$ cat src/rtl/ucca_config.sv
// ucca_config -- configuration window and lock FSM for the UCC region monitor.
//
// Four-word register window at CONF_BASE (byte address, word aligned):
//   +0 MIN, +2 MAX, +4 CTRL (bit0 = ARM), +6 STATUS
//   STATUS = {violation_count[7:0], 5'b0, arm_err, state[1:0]}
// Once armed, any write into the window is a violation. A violation is
// discarded, pulses `reset` for one cycle and bumps a saturating counter.
//
// Ports:
//   clk, system_reset      clock, synchronous active-high reset
//   pc                     current program counter
//   data_en/wr/addr/din    data bus access
//   ucc_min, ucc_max       registered region bounds
//   ucc_valid              bounds armed (ARMED or LOCKED)
//   per_dout               registered read data (zero unless readback built)
//   reset                  one-cycle violation reset request
//
// Build option: define UCCA_CONF_READBACK_EN to add window readback on per_dout.
module ucca_config #(
  parameter logic [15:0] CONF_BASE = 16'h0160
) (
  input  logic        clk,
  input  logic        system_reset,
  input  logic [15:0] pc,
  input  logic        data_en,
  input  logic        data_wr,
  input  logic [15:0] data_addr,
  input  logic [15:0] data_din,
  output logic [15:0] ucc_min,
  output logic [15:0] ucc_max,
  output logic        ucc_valid,
  output logic [15:0] per_dout,
  output logic        reset
);

  typedef enum logic [1:0] {
    ST_UNCONFIG = 2'b00,
    ST_ARMED    = 2'b01,
    ST_LOCKED   = 2'b10,
    ST_ILLEGAL  = 2'b11
  } state_t;

  state_t      state, state_nxt;
  logic [15:0] min_q, max_q, min_nxt, max_nxt;
  logic        arm_err, arm_err_nxt;
  logic [7:0]  viol_cnt;
  logic        reset_q;
  logic        violation;

  // Window decode done in 17 bits so a base near the top of memory cannot wrap.
  logic [16:0] addr_ext, win_lo, win_hi;
  logic        in_win, wr_hit;
  logic [1:0]  reg_sel;
  logic        pc_in_region, arm_ok;

  assign addr_ext = {1'b0, data_addr};
  assign win_lo   = {1'b0, CONF_BASE};
  assign win_hi   = win_lo + 17'd7;
  assign in_win   = (addr_ext >= win_lo) && (addr_ext <= win_hi);
  assign wr_hit   = data_en && data_wr && in_win;
  // CONF_BASE is word aligned, so the word index only needs the 2-bit difference.
  assign reg_sel  = data_addr[2:1] - CONF_BASE[2:1];

  assign pc_in_region = (pc >= min_q) && (pc <= max_q);
  assign arm_ok       = (min_q < max_q) && !min_q[0] && !max_q[0];

  always_comb begin
    state_nxt   = state;
    min_nxt     = min_q;
    max_nxt     = max_q;
    arm_err_nxt = arm_err;
    violation   = 1'b0;
    case (state)
      ST_UNCONFIG: begin
        if (wr_hit) begin
          case (reg_sel)
            2'd0: min_nxt = data_din;
            2'd1: max_nxt = data_din;
            2'd2: begin
              if (data_din[0]) begin
                if (arm_ok) begin
                  state_nxt   = ST_ARMED;
                  arm_err_nxt = 1'b0;
                end else begin
                  arm_err_nxt = 1'b1;
                end
              end
            end
            default: ;
          endcase
        end
      end
      ST_ARMED: begin
        violation = wr_hit;
        if (pc_in_region) state_nxt = ST_LOCKED;
      end
      ST_LOCKED: violation = wr_hit;
      default:   state_nxt = ST_UNCONFIG;
    endcase
  end

  always_ff @(posedge clk) begin
    if (system_reset) begin
      state    <= ST_UNCONFIG;
      min_q    <= '0;
      max_q    <= '0;
      arm_err  <= 1'b0;
      viol_cnt <= '0;
      reset_q  <= 1'b0;
    end else begin
      state   <= state_nxt;
      min_q   <= min_nxt;
      max_q   <= max_nxt;
      arm_err <= arm_err_nxt;
      reset_q <= violation;
      if (violation && (viol_cnt != 8'hFF)) viol_cnt <= viol_cnt + 8'd1;
    end
  end

  assign ucc_min   = min_q;
  assign ucc_max   = max_q;
  assign ucc_valid = (state == ST_ARMED) || (state == ST_LOCKED);
  assign reset     = reset_q;

`ifdef UCCA_CONF_READBACK_EN
  logic        rd_hit;
  logic [15:0] status;
  logic [15:0] dout_q;

  assign rd_hit = data_en && !data_wr && in_win;
  assign status = {viol_cnt, 5'b0, arm_err, state};

  always_ff @(posedge clk) begin
    if (system_reset) begin
      dout_q <= '0;
    end else if (rd_hit) begin
      case (reg_sel)
        2'd0:    dout_q <= min_q;
        2'd1:    dout_q <= max_q;
        2'd2:    dout_q <= 16'h0000;
        default: dout_q <= status;
      endcase
    end else begin
      dout_q <= '0;
    end
  end

  assign per_dout = dout_q;
`else
  assign per_dout = '0;
`endif

endmodule

$ cat config.mk
export PLATFORM = sky130hd
export DESIGN_NAME = ucca_config
export DESIGN_NICKNAME = d
export VERILOG_FILES = /design/src/rtl/ucca_config.sv
export SDC_FILE = /design/constraint.sdc
export NUM_CORES = 1
export LEC_CHECK = 0
export CAP_MARGIN = 10
export CORE_MARGIN = 2
export CORE_UTILIZATION = 44
export CTS_CLUSTER_DIAMETER = 60
export CTS_CLUSTER_SIZE = 30
export DETAILED_ROUTE_END_ITERATION = 10
export GPL_TIMING_DRIVEN = 0
export PLACE_DENSITY_LB_ADDON = 0.2
export REMOVE_ABC_BUFFERS = 1
export SETUP_SLACK_MARGIN = 0.05
export SYNTH_ARGS = -nofsm -noshare
export SYNTH_HDL_FRONTEND = slang
export SYNTH_SLANG_ARGS = --single-unit
export TNS_END_PERCENT = 10
$ cat constraint.sdc
create_clock -name clk -period 2.6 [get_ports clk]
set_input_delay 0.26 -clock clk [delete_from_list [all_inputs] [get_ports clk]]
set_output_delay 0.26 -clock clk [all_outputs]
set_load 0.02 [all_outputs]
Word-level counts from Yosys, hierarchy flattened
Index checks and enable logic that the tools add are counted.
- output and inout bits: 50
- bits in registers: 35
- logic and storage cells: 42
- input port bits: 52
- reductions and logical operators: 16
- bitwise operators: 2
- equality and inequality tests: 9
- mux-type cells: 6
- $lt $le $gt $ge: 5
- operators by type and width (kind ; number):
    >= comparator 16 bit ; 1
    >= comparator 16 x 9 -> 1 bit, second input constant ; 1
    <= comparator 16 bit ; 1
    <= comparator 16 x 9 -> 1 bit, second input constant ; 1
    < comparator 16 bit ; 1
    two-way mux 2 bit ; 5
    inequality test 2 bit, second input constant ; 5
    logical AND 1 bit ; 6
    one-hot mux 2 bit (3 select lines) ; 1
    AND reduction 3 bit ; 2
    AND reduction 6 bit ; 1
    equality test 2 x 1 -> 1 bit, second input constant ; 2
    equality test 2 bit, second input constant ; 2
    zero test 2 bit ; 2
    OR reduction 2 bit ; 2
    zero test 1 bit ; 2
    inverter 1 bit ; 2
    logical OR 1 bit ; 1

Longest topological paths before layout
- word-level depth: 8
- depth in mapped cells: 9
- gate-level depth less buffers: 8

Least setup slack after synthesis
OpenSTA, ideal clock, no wires.
- path kind: register -> register
- from: register max_q[13], in the netlist ucc_max[13]
- to: register state[1]
- library setup time: 0.079 ns
- arrival time: 2.136 ns
- setup slack: 0.385 ns
- data required time: 2.521 ns
- buffers on the path: 0
- cell stages (with the launch flop): 9
- clock period less this slack: 2.215 ns
- cells stage by stage: dfxtp_1 inv_1 ha_1 a211oi_1 nor2_1 or4_1 a211oi_2 o2111ai_1 a211oi_2
- word-level cells in the longest chain between the ends: 5
- elaborated cells on any way between the ends: 8
- those cells by class: order compare (2); eq/ne (2); reduce/logical (4)
- ends and longest elaborated chain (element ; RTL line ; source):
    start: declaration ; 44 ; logic [15:0] min_q, max_q, min_nxt, max_nxt;
    start signal: assignment ; 113 ; max_q <= max_nxt;
    < comparator 16 bit ; 65 ; assign arm_ok = (min_q < max_q) && !min_q[0] && !max_q[0];
    logical AND 1 bit (2 in a row) ; 65 ;
    inequality test 2 bit (no line) ; -- ;
    AND reduction 6 bit (no line) (*) ; -- ;
    end signal: assignment ; 111 ; state <= state_nxt;
    end: declaration ; 43 ; state_t state, state_nxt;
Mark *: on every way between the ends. The rest lies on a longest branch, timed or not.
A chain may end at the register's enable or synchronous reset.

Worst setup path after layout
Same ends and word-level chain as after synthesis.

==> impl_metrics.csv <==
group,metric,value,unit
run_status,outcome,"finished clean",
synthesis,yosysTopAreaCellShare,26.9,%
synthesis,synth_xor_area_share,0,%
floorplanning,die_h,81.0,µm
critical_path,crit_chain,"inv_1 > ha_1 > a211oi_1 > nor2_1 > or4_1 > a211oi_2 > o2111ai_1 > a211oi_2",
placed_design,dpl-instance-area,3460,µm²
critical_path,cp-start-kind,"register",
placed_design,portBuffers,84,
sta,fin_ws,0.303,ns
placed_design,hpwl,5.16,mm
synthesis,synthAdderAreaFrac,24.0,%
pwr,vdd_drop_max,0.214,mV
synthesis,yosysTopAreaCell,"dfxtp_1",
critical_path,crit_top_cell,"a211oi_2",
critical_path,cpMaxStageDelayCell,"or4_1",
route,via_count,2506,
floorplanning,start_util,44.8,%
grt,grt_pass1_wl,10.5,mm
floorplanning,pin_count,102,
route,ant_nets,0,
run,max_cap_viol_count,0,
cells_and_area,final_cells,489,
clock_network,cts_setup_buffers,0,
cells_and_area,drive_gt1_share,4.11,%
synthesis,synthArstFlopShare,0,%
route,vias_per_cell,5.12,
clock_network,cts_root_buf,"clkbuf_8",
sta,slew_headroom,50.3,%
route,drt_wl_total,6.60,mm
pwr,p_per_area,351,nW/µm²
critical_path,end_kind,"register",
synthesis,synth_most_common_cell,"nand2_1",
clock_network,tritoncts,"built",
sta,hold_ws,0.473,ns
route,drt-initial-drc-count,68,
synthesis,synth_edf_count,0,
grt,overflow,0,
floorplanning,fp.dieW,81.0,µm
clock_network,clock_path_buffers,2,
clock_network,clock-sinks,35,
synthesis,synth_compound_area_share,16.9,%
clock_network,clock_latency,0.30,ns
min_path,min_path_type,"register to register",
sta,finalSetupViolCount,0,
route,dr.pass1.iters,4,
synthesis,synthFlopType,"dfxtp_1",
synthesis,synth_seq_cells,35,
critical_path,slowest_delay,0.51,ns
floorplanning,core-area,5820,µm²
critical_path,required,2.82,ns
synthesis,ys_seq_area_share,26.9,%
clock_network,cts_resized,0,
cells_and_area,nets,515,
route,wl_per_cell,13.5,µm
route,drc_errors,0,
synthesis,synthSimpleGateAreaFrac,20.8,%
clock_network,numCtsBuffers,5,
grt,grt_pass1_vias,2397,
floorplanning,row_count,28,
sta,hold_viol,0,
cells_and_area,antennaDiodeCount,0,
synthesis,synth.area.mux_share,0,%
pwr,report.power.total,1.26,mW
synthesis,synth.cell_area,2610,µm²
synthesis,netlist_instances,331,
sta,timing.final.crit_share,88.4,%
synthesis,synth_warnings,0,
placed_design,place_congestion,0.877,
synthesis,synthTopCellsByCount,"nand2_1 (70), ha_1 (50), a21oi_1 (45), dfxtp_1 (35), inv_1 (35)",
placed_design,pre_cts_ws,0.00346,ns
sta,skew,0.00940,ns
sta,rsz0062_at_grt,"false",
critical_path,worstSetupPathType,"register to register",
synthesis,synth_area_leaders,"dfxtp_1 (27%), ha_1 (24%), nand2_1 (10%), a21oi_1 (8.6%), inv_1 (5.0%)",
grt,grt_usage,20.2,%
grt,grt_start_max_net_pins,36,
critical_path,crit_fanout,3,
pwr,p_leak,1.33,nW
placed_design,place_inst,480,
synthesis,avgSynthCellArea,7.88,µm²
cells_and_area,area_delta_synth_final,37.6,%
clock_network,holdBufCountCts,0,
sta,min_period,2.30,ns
synthesis,synthDistinctLibCells,39,
synthesis,synth_top_family_by_area,"adder cells",
clock_network,clk_pin_slew,0.07,ns
critical_path,worstPathArrival,2.52,ns
floorplanning,die_area,6560,µm²
cells_and_area,design_area,3590,µm²
clock_network,cts_max_level,2,
sta,tightest_slew,0.745,ns
sta,fmax,435,MHz
sta,slew_viol_final,0,
grt,antenna_found_initial,0,
[area by class of cell]
| class | instances | area [µm²] |
|---|---|---|
| clock inverters | 2 | 35.0 |
| inverters | 35 | 131 |
| clock buffers | 6 | 82.6 |
| repair buffers | 86 | 867 |
| fillers | 554 | 2230 |
| flip-flops and latches | 35 | 701 |
| multi-input cells | 250 | 1680 |
| well taps | 75 | 93.8 |
[report_power, final]
part / switching [mW] / total (mW) / leakage [nW] / internal, mW
clock: 0.212 / 0.522 / 0.0612 / 0.310
combinational: 0.0927 / 0.200 / 0.985 / 0.107
sequential: 0.000638 / 0.537 / 0.282 / 0.537
[per-layer routing]
| metal | up-vias | part of all wire (%) | global-route usage [%] |
|---|---|---|---|
| met4 | 0 | 1.4 | 6.78 |
| met3 | 11 | 4.7 | 3.00 |
| met1 | 1145 | 44 | 24.4 |
| met2 | 70 | 50 | 36.4 |
| li1 | 1280 | - | - |
| met5 | - | 0 | 0 |
[per-stage QoR]
step                      util [%]  TNS, ns
after floorplan                  -        0
after global placement        59.1    -4.33
after detailed placement      59.4        0
after CTS                     61.4        0
after global routing          61.7        0
final                         61.7        0
[placed cells by master, fill, tap and decap left out, types with 2 or more instances in the layout]
cell type	n
a21o_1	4
o21ai_0	6
nor3b_1	2
nand3_1	6
a211oi_1	3
nor2_1	6
nor2b_1	3
a211oi_2	2
nor4_4	2
nor3_1	3
nand4_1	10
clkdlybuf4s50_1	84
a31oi_1	2
a221o_1	2
dfxtp_1	35
clkbuf_8	6
nand2b_1	2
a21oi_1	45
nand2_1	70
ha_1	50
conb_1	16
and4bb_1	2
inv_1	35
[kinds of logic (layout without fill, tap and decap cells)]
kind of cell / count (synthesis) / count (layout)
AND/OR/NAND/NOR: 112 / 112
AO/OA/AOI/OAI: 72 / 72
adder cells (fa/ha/maj): 50 / 50
flip-flops: 35 / 35
buffers and inverters: 61 / 129
other: 1 / 16
[worst paths after layout]
path,cells after the start,startpoint,slack [ns],end
max,8,ucc_max[13],0.30,state[1]
min reg2reg,2,ucc_max[8],0.47,ucc_max[8]
min,2,ucc_max[8],0.47,ucc_max[8]
max reg2reg,8,ucc_max[13],0.30,state[1]
[state kept, by name, summed over array words and instances (netlist names)]
name and cells:
reset 1, state 2, ucc_max 16, ucc_min 16
[critical path: cells and delay by family (launching register included)]
| family | cells | cell delay (ns) |
|---|---|---|
| AOI/OAI and AO/OA | 4 | 0.88 |
| and+or+nand+nor | 2 | 0.59 |
| DFF | 1 | 0.37 |
| adders and majority gates | 1 | 0.30 |
| buffers and inverters | 1 | 0.08 |
(Power assumes the default switching activity.)
